`src/rtl/adder_pkg.sv`:
```
`default_nettype none
// ============================================================================
// Module      : adder_pkg
// Description : Shared FSM state encoding and default operand width for the
//               bit-serial adder.
// Revision    : 1.0 - initial release
// ============================================================================
package adder_pkg;

  // Controller states for the serial adder
  typedef enum logic [1:0] {
    ST_IDLE = 2'd0,
    ST_RUN  = 2'd1,
    ST_DONE = 2'd2
  } state_t;

  // Default operand/result width
  localparam int ADD_WIDTH_DEF = 8;

endpackage : adder_pkg
`default_nettype wire

```
`src/rtl/full_adder.sv`:
```
`default_nettype none
// ============================================================================
// Module      : full_adder
// Description : Single-bit full adder cell (sum and carry-out).
// Revision    : 1.0 - initial release
// ============================================================================
module full_adder (
  input  logic a,
  input  logic b,
  input  logic cin,
  output logic sum,
  output logic carry
);

  // Purely combinational sum/carry of three input bits
  assign sum   = a ^ b ^ cin;
  assign carry = (a & b) | (cin & (a ^ b));

endmodule : full_adder
`default_nettype wire

```
`src/rtl/serial_adder.sv`:
```
`default_nettype none
// ============================================================================
// Module      : serial_adder
// Description : Bit-serial adder. Adds two WIDTH-bit unsigned operands plus a
//               carry-in, LSB first, one bit per clock through a single
//               full_adder cell. Result {cout,sum} is presented with a one
//               cycle done pulse and held until the next result completes.
//               Optional macro SERIAL_ADDER_OVF_EN adds a signed-overflow
//               output (ovf) captured together with sum/cout.
// Revision    : 1.0 - initial release
// ============================================================================
module serial_adder
  import adder_pkg::*;
#(
  parameter int WIDTH = ADD_WIDTH_DEF
) (
  input  logic             clk,
  input  logic             rst,
  input  logic             start,
  input  logic [WIDTH-1:0] a,
  input  logic [WIDTH-1:0] b,
  input  logic             cin,
  output logic [WIDTH-1:0] sum,
  output logic             cout,
  output logic             busy,
  output logic             done
`ifdef SERIAL_ADDER_OVF_EN
  ,
  output logic             ovf
`endif
);

  localparam int              CNT_W    = $clog2(WIDTH + 1);
  localparam logic [CNT_W-1:0] LAST_CNT = CNT_W'(WIDTH - 1);

  state_t             state_q, state_d;
  logic [WIDTH-1:0]   a_sr_q, a_sr_d;
  logic [WIDTH-1:0]   b_sr_q, b_sr_d;
  logic [WIDTH-1:0]   res_sr_q, res_sr_d;
  logic               carry_q, carry_d;
  logic [CNT_W-1:0]   cnt_q, cnt_d;
  logic [WIDTH-1:0]   sum_q, sum_d;
  logic               cout_q, cout_d;
`ifdef SERIAL_ADDER_OVF_EN
  logic               ovf_q, ovf_d;
`endif

  logic               fa_sum;
  logic               fa_carry;
  logic [WIDTH-1:0]   res_shift;

  // The one and only arithmetic cell: current LSB pair plus the running carry
  full_adder u_fa (
    .a     (a_sr_q[0]),
    .b     (b_sr_q[0]),
    .cin   (carry_q),
    .sum   (fa_sum),
    .carry (fa_carry)
  );

  // Result register after this cycle's shift: new sum bit enters at the MSB,
  // so after WIDTH shifts the first (LSB) sum bit has reached bit 0
  assign res_shift = {fa_sum, {(WIDTH-1){1'b0}}} | (res_sr_q >> 1);

  // Next-state and datapath control; every target defaults to hold
  always_comb begin
    state_d  = state_q;
    a_sr_d   = a_sr_q;
    b_sr_d   = b_sr_q;
    res_sr_d = res_sr_q;
    carry_d  = carry_q;
    cnt_d    = cnt_q;
    sum_d    = sum_q;
    cout_d   = cout_q;
`ifdef SERIAL_ADDER_OVF_EN
    ovf_d    = ovf_q;
`endif
    case (state_q)
      ST_IDLE: begin
        if (start) begin
          a_sr_d  = a;
          b_sr_d  = b;
          carry_d = cin;
          cnt_d   = '0;
          state_d = ST_RUN;
        end
      end
      ST_RUN: begin
        res_sr_d = res_shift;
        carry_d  = fa_carry;
        a_sr_d   = a_sr_q >> 1;
        b_sr_d   = b_sr_q >> 1;
        cnt_d    = cnt_q + CNT_W'(1);
        if (cnt_q == LAST_CNT) begin
          state_d = ST_DONE;
          sum_d   = res_shift;
          cout_d  = fa_carry;
`ifdef SERIAL_ADDER_OVF_EN
          // carry into the MSB is the registered carry on the final bit
          ovf_d   = carry_q ^ fa_carry;
`endif
        end
      end
      ST_DONE: begin
        state_d = ST_IDLE;
      end
      default: begin
        state_d = ST_IDLE;
      end
    endcase
  end

  // State and datapath registers with synchronous reset (reset wins over start)
  always_ff @(posedge clk) begin
    if (rst) begin
      state_q  <= ST_IDLE;
      a_sr_q   <= '0;
      b_sr_q   <= '0;
      res_sr_q <= '0;
      carry_q  <= 1'b0;
      cnt_q    <= '0;
      sum_q    <= '0;
      cout_q   <= 1'b0;
`ifdef SERIAL_ADDER_OVF_EN
      ovf_q    <= 1'b0;
`endif
    end else begin
      state_q  <= state_d;
      a_sr_q   <= a_sr_d;
      b_sr_q   <= b_sr_d;
      res_sr_q <= res_sr_d;
      carry_q  <= carry_d;
      cnt_q    <= cnt_d;
      sum_q    <= sum_d;
      cout_q   <= cout_d;
`ifdef SERIAL_ADDER_OVF_EN
      ovf_q    <= ovf_d;
`endif
    end
  end

  assign sum  = sum_q;
  assign cout = cout_q;
  assign busy = (state_q == ST_RUN);
  assign done = (state_q == ST_DONE);
`ifdef SERIAL_ADDER_OVF_EN
  assign ovf  = ovf_q;
`endif

endmodule : serial_adder
`default_nettype wire

```
`config.mk`:
```
export PLATFORM = sky130hd
export DESIGN_NAME = serial_adder
export DESIGN_NICKNAME = d
export VERILOG_FILES = /design/src/rtl/adder_pkg.sv /design/src/rtl/full_adder.sv /design/src/rtl/serial_adder.sv
export SDC_FILE = /design/constraint.sdc
export NUM_CORES = 1
export LEC_CHECK = 0
export ABC_AREA = 0
export BUFFER_PORTS_ARGS = -buffer_cell sky130_fd_sc_hd__buf_2
export CAP_MARGIN = 10
export CORE_MARGIN = 1.5
export CORE_UTILIZATION = 40
export CTS_CLUSTER_DIAMETER = 30
export DETAILED_ROUTE_END_ITERATION = 12
export PLACE_DENSITY = 0.71
export RECOVER_POWER = 100
export SLEW_MARGIN = 20
export SYNTH_ARGS = -nofsm -noshare
export SYNTH_HDL_FRONTEND = slang
export SYNTH_SLANG_ARGS = --single-unit
```
`constraint.sdc`:
```
create_clock -name clk -period 1.3 [get_ports clk]
set_clock_uncertainty 0.15 [all_clocks]
set_input_delay 0.325 -clock clk [delete_from_list [all_inputs] [get_ports clk]]
set_output_delay 0.325 -clock clk [all_outputs]
set_load 0.005 [all_outputs]
```
# == Word-level counts from Yosys, hierarchy flattened ==
# Index checks and enable logic that the tools add are counted.
# word_totals
regBits,40
latch_bits,0
mem_bits_rw,0
romBits,0
word_cells,36
mem_count,0
# op_classes
n_addsub,1
multipliers,0
div,0
magnitude_cmp,0
eq_ne,5
n_shift,0
n_mux,11
bitwise,6
n_reduce_logical,5
# ops
operator,n
$pmux W8 S2,2
$mux W8,2
$or A8 B7 Y8,1
$pmux W4 S2,1
$reduce_and A2 Y1,3
$add A4 B1 Y4 const B,1
$eq A4 B3 Y1 const B,1
$mux W2,2
$mux W4,1
$pmux W2 S2,1
$and A1 B1 Y1,2
$eq A2 B1 Y1 const B,1
$eq A2 B2 Y1 const B,1
$logic_not A2 Y1,1
$ne A2 B1 Y1 const B,1
$ne A2 B2 Y1 const B,1
$pmux W1 S2,1
$reduce_bool A2 Y1,1
$xor A1 B1 Y1,2
$mux W1,1
$or A1 B1 Y1,1

# == Depth between registers and ports, before layout ==
# logic_depth
word_depth,4
depth_mapped,6
ltp_nobuf,4

# == By module ==
# A second synthesis with hierarchy kept.
# hier_totals
hier_cells,207
hier_area_um2,1801.7
# modules_own_cells
module,instances,cells_per_inst,area_per_inst_um2,seq_area_each_um2
serial_adder,1,206,1781.7,780.7
full_adder,1,1,20.0,0.0

# == Worst setup path before layout ==
# No wires, ideal clock.
# synth_timing
kind,register to register
start,register state_q[1]
end,"register sum_q[1], in the netlist sum[1]"
arrival_time_ns,1.035
required_ns,1.018
setup_slack_ns,-0.017
stages_incl_launch_ff,6
n_path_buf,2
period_less_slack_ns,1.317
path_cell_list,dfxtp_1 -> nand2b_4 -> buf_6 -> buf_2 -> o31ai_1 -> a21oi_1
# synth_between
elab_chain_cells,2
# synth_lines
element,line_no,text
start: declaration,serial_adder.sv:36,"state_t state_q, state_d;"
start signal: assignment,serial_adder.sv:128,state_q <= state_d;
$eq A2 B1 Y1,serial_adder.sv:78,case (state_q)
$reduce_and A2 Y1 (no line),--,
end signal: assignment,serial_adder.sv:134,sum_q <= sum_d;
end: declaration,serial_adder.sv:42,"logic [WIDTH-1:0] sum_q, sum_d;"
# Every way passes these cells.
# A chain may end at the register's enable or synchronous reset.

# == Final worst setup path ==
# layout_timing
start,register state_q[0]
end,output done
# layout_between
elab_chain_cells,1
# layout_lines
element,line_no,text
$eq A2 B2 Y1,serial_adder.sv:145,assign done = (state_q == ST_DONE);
end: declaration,serial_adder.sv:26,output logic done
# Every way passes these cells.

==> impl_results.md <==
* Synthesis-to-layout area growth at 56.4%
* Warning count from the yosys run at 0
* Cell Chain, Critical Path: buf_12 > nor2_1 > buf_2
* Number of synthesized flops with an enable pin at 0
* Number of input and output port buffers inserted at 30
* Fraction of registers with async set/reset at 0%
* Final hold slack at 0.117 ns
* Beginning of the worst hold path: a[7]
* Dpl hpwl at 2610 µm
* Number of failing setup endpoints in the final timing report at 33
* Core region area at 0.00400 mm²
* Mean number of vias per cell at 5.39
* Number of antenna violations at the first check in global routing at 0
* Path type of the worst min-delay path: input pin to register
* Post-Synth Simple-Gate Area at 17.2%
* Average instance area after synthesis at 8.77 µm²
* CTS Buf Count at 5
* Root buffer cell: sky130_fd_sc_hd__clkbuf_8
* Met3 Usage GRT at 6.67%
* Gr busiest metal: met2
* Flip-flop and latch count after synthesis at 39
* Critical Path Max Stage Delay at 0.38 ns
* Aggregate global-route resource usage at 21.4%
* Top achievable clock speed at 687 MHz
* Critical path depth in cells at 3
* Die Width at 67.7 µm
* Cell area after layout at 0.00262 mm²
* Total routed wirelength at 4650 µm
* Initial Util at 41.9%
* R2R setup slack at -0.09 ns
* Destination of the worst register-to-register timing path: state_q[0]
* Die span in y at 67.7 µm
* Worst setup slack after layout at -0.156 ns
* Slew Limit Headroom at 80.0%
* Layout cells sized above 1 at 56.3%
* Max-slew violations at 0
* Least-Margin Pin Slew at 0.299 ns
* Combinational family with the most area after synthesis: compound AO/OA/AOI/OAI gates
* Rows at 23
* Number of vias after detailed routing at 1,629
* Max H-tree Level at 2
* Number of global-route vias before repair at 1,555
* Post-detailed-route wirelength per cell at 15.4 µm
* Status: finished, violations left
* Post-Synthesis Cells at 191
* Cell type contributing the most total cell area after synthesis: sky130_fd_sc_hd__dfxtp_1
* Number of nets in the layout at 273
* Top post-synthesis cells by area: sky130_fd_sc_hd__dfxtp_1 47%, sky130_fd_sc_hd__a211oi_1 7.6%, sky130_fd_sc_hd__nor2_1 6.7%
* Arr. time, crit path at 0.98 ns
* Remaining global-route overflow at 0
* Synth Flop Type: sky130_fd_sc_hd__dfxtp_1
* Endpoint of the most critical setup path: done
* Launching element of the worst setup path: state_q[0]
* Endpoint class of the critical path: primary output
* Maximum number of pins on one net before global-route repair at 16
* Post-synthesis share of cell area spent on full adders, half adders and majority gates at 1.94%
* Number of hold buffers added after CTS at 0
* Core occupancy in the finished layout at 65.5%
* DR iter-0 viols at 84
* Worst path required time at 0.82 ns
* GR met1 Demand/Resource at 24.6%
* Wire length of the first global-routing pass at 7140 µm
* Final hold violation count at 0
* Power Density at 971 mW/mm²
* Post-placement cell area at 0.00202 mm²
* Count of different cell masters after synthesis at 29
* Sequential share of the synthesized area at 46.6%
* Crit path kind: register to primary output
* Remaining design rule violation count at 0
* Max Fanout on Critical Path at 5
* Count of boundary I/O pins at 31
* Antenna viol nets, final at 0
* Buffers & Inverters on Critical Path at 2
* Total nets after synthesis at 213
* Post-route non-filler standard cell count at 302
* Clock tree from TritonCTS: done
* Critical Path Slowest Stage Cell: sky130_fd_sc_hd__dfxtp_4
* Post-synthesis mux area share at 0%
* Area fraction of the dominant cell type after synthesis at 46.6%
* Global-route track usage on met2 at 36.2%
* First drt pass iteration count at 4
* Compound-cell area share of the yosys netlist at 27.2%
* Static Leakage at 0.000975 µW
* Weighted congestion reported at the end of routability-driven placement at 0.764
* Crit path max-delay family: flip-flops
* Ant diodes at 0
* Final period util at 112%
* Violated checks: negative setup slack
* Maximum vdd ir drop at 533 µV
* Post-synthesis instance area at 0.00168 mm²
* Critical Path Start Type: register
* Clk sinks at 39
* RSZ-0062 raised after global routing: true
* Max capacitance violation total at 0
* Worst Setup Slack post-DPL at -0.141 ns
* Clock latency of the later-clocked register in the worst-skew pair at 0.29 ns
* Count of cells along the worst register-to-register path at 4
* XOR/XNOR share of the synthesized area at 0%
* Post-layout min period at 1.46 ns
* Clock-pin slew on the worst setup and hold paths at 0.07 ns
* Clock buffer depth at 2
* Startpoint of the worst register-to-register path: cnt_q[1]
* Full die area at 0.00459 mm²
* Post-Place Cells at 281
## where the power goes
part	leakage [µW]	switching, µW	total [µW]	internal (µW)
combinational	0.000608	223	453	231
sequential	0.000326	42.7	1290	1250
clock	0.0000412	424	798	375
## cells in the final DEF, fill, tap and decap left out, types with 2 or more instances in the layout
cell,netlist,layout
sky130_fd_sc_hd__a22oi_2,0,3
sky130_fd_sc_hd__buf_6,5,10
sky130_fd_sc_hd__nor2_1,30,25
sky130_fd_sc_hd__o31ai_4,0,9
sky130_fd_sc_hd__buf_12,0,3
sky130_fd_sc_hd__dfxtp_4,0,3
sky130_fd_sc_hd__clkbuf_1,6,3
sky130_fd_sc_hd__nor2_2,0,5
sky130_fd_sc_hd__a211oi_1,17,15
sky130_fd_sc_hd__a21oi_1,17,7
sky130_fd_sc_hd__nand3_2,0,6
sky130_fd_sc_hd__clkbuf_8,0,5
sky130_fd_sc_hd__o2bb2ai_2,0,2
sky130_fd_sc_hd__a21oi_2,0,10
sky130_fd_sc_hd__buf_4,2,24
sky130_fd_sc_hd__buf_2,2,27
sky130_fd_sc_hd__o22ai_1,5,4
sky130_fd_sc_hd__nand2_1,19,13
sky130_fd_sc_hd__dfxtp_1,39,26
sky130_fd_sc_hd__clkinv_2,0,2
sky130_fd_sc_hd__nand3_4,0,2
sky130_fd_sc_hd__nand2_2,0,5
sky130_fd_sc_hd__buf_8,0,2
sky130_fd_sc_hd__o2bb2ai_1,10,8
sky130_fd_sc_hd__a211oi_2,0,2
sky130_fd_sc_hd__nand3_1,11,3
sky130_fd_sc_hd__dfxtp_2,0,10
## state kept, by name (all words and copies together) (netlist names)
name	count
cout	1
a_sr_q	8
cnt_q	4
state_q	2
sum	8
carry_q	1
res_sr_q	7
b_sr_q	8
## cell type report
| type | instances | area [µm²] |
|---|---|---|
| Tap cell | 50 | 62.6 |
| Inverter | 3 | 15.0 |
| Fill cell | 328 | 1380 |
| Clock inverter | 2 | 12.5 |
| Timing Repair Buffer | 69 | 551 |
| Sequential cell | 39 | 805 |
| Multi-Input combinational cell | 133 | 1100 |
| Clock buffer | 6 | 72.6 |
## synthesized netlist by cell type, types with 2 or more instances
library cell	count
sky130_fd_sc_hd__a21oi_1	17
sky130_fd_sc_hd__o31ai_1	9
sky130_fd_sc_hd__a211oi_1	17
sky130_fd_sc_hd__o2bb2ai_1	10
sky130_fd_sc_hd__dfxtp_1	39
sky130_fd_sc_hd__nand2_1	19
sky130_fd_sc_hd__a22oi_1	3
sky130_fd_sc_hd__o22ai_1	5
sky130_fd_sc_hd__inv_2	2
sky130_fd_sc_hd__nand3_1	11
sky130_fd_sc_hd__buf_6	5
sky130_fd_sc_hd__buf_4	2
sky130_fd_sc_hd__nor2_1	30
sky130_fd_sc_hd__clkbuf_1	6
sky130_fd_sc_hd__buf_2	2
## timing repair
action,in CTS,in global routing
endpoints found under the setup margin,35,47
setup buffers,8,3
cloned,2,0
gates resized for setup,48,50
pin swaps,33,22
## cell families after synthesis
family | after synthesis
flip-flops | 39
AO/OA/AOI/OAI | 65
AND/OR/NAND/NOR | 66
adder cells (fa/ha/maj) | 2
buffers and inverters | 19
## worst min-delay path by stage
stage                        to  cells after the start  slack, ns
floorplan           res_sr_q[1]                      2       0.29
finish                a_sr_q[7]                      3       0.12
global placement    res_sr_q[1]                      2       0.29
CTS                   a_sr_q[7]                      3       0.11
detailed placement  res_sr_q[1]                      2       0.31
global route          a_sr_q[7]                      3       0.12
## routing by layer
layer	routed length [µm]	up-vias
met5	0	-
met4	82	0
met3	230	8
met1	1960	772
li1	-	812
met2	2380	37
## worst reg2reg max path, stage by stage (launching register included)
cell,delay (ns)
sky130_fd_sc_hd__dfxtp_4,0.36
sky130_fd_sc_hd__ha_4,0.18
sky130_fd_sc_hd__and3b_2,0.23
sky130_fd_sc_hd__buf_4,0.14
sky130_fd_sc_hd__a211oi_1,0.24
## through the flow
step,total power [µW],TNS [ns]
final,2540,-1.29
after global routing,2660,-3.17
after CTS,2510,-1.12
after detailed placement,1630,-1.97
after global placement,1630,-1.06
after floorplan,1510,0
Note: power is estimated with default switching activity, not from simulation.
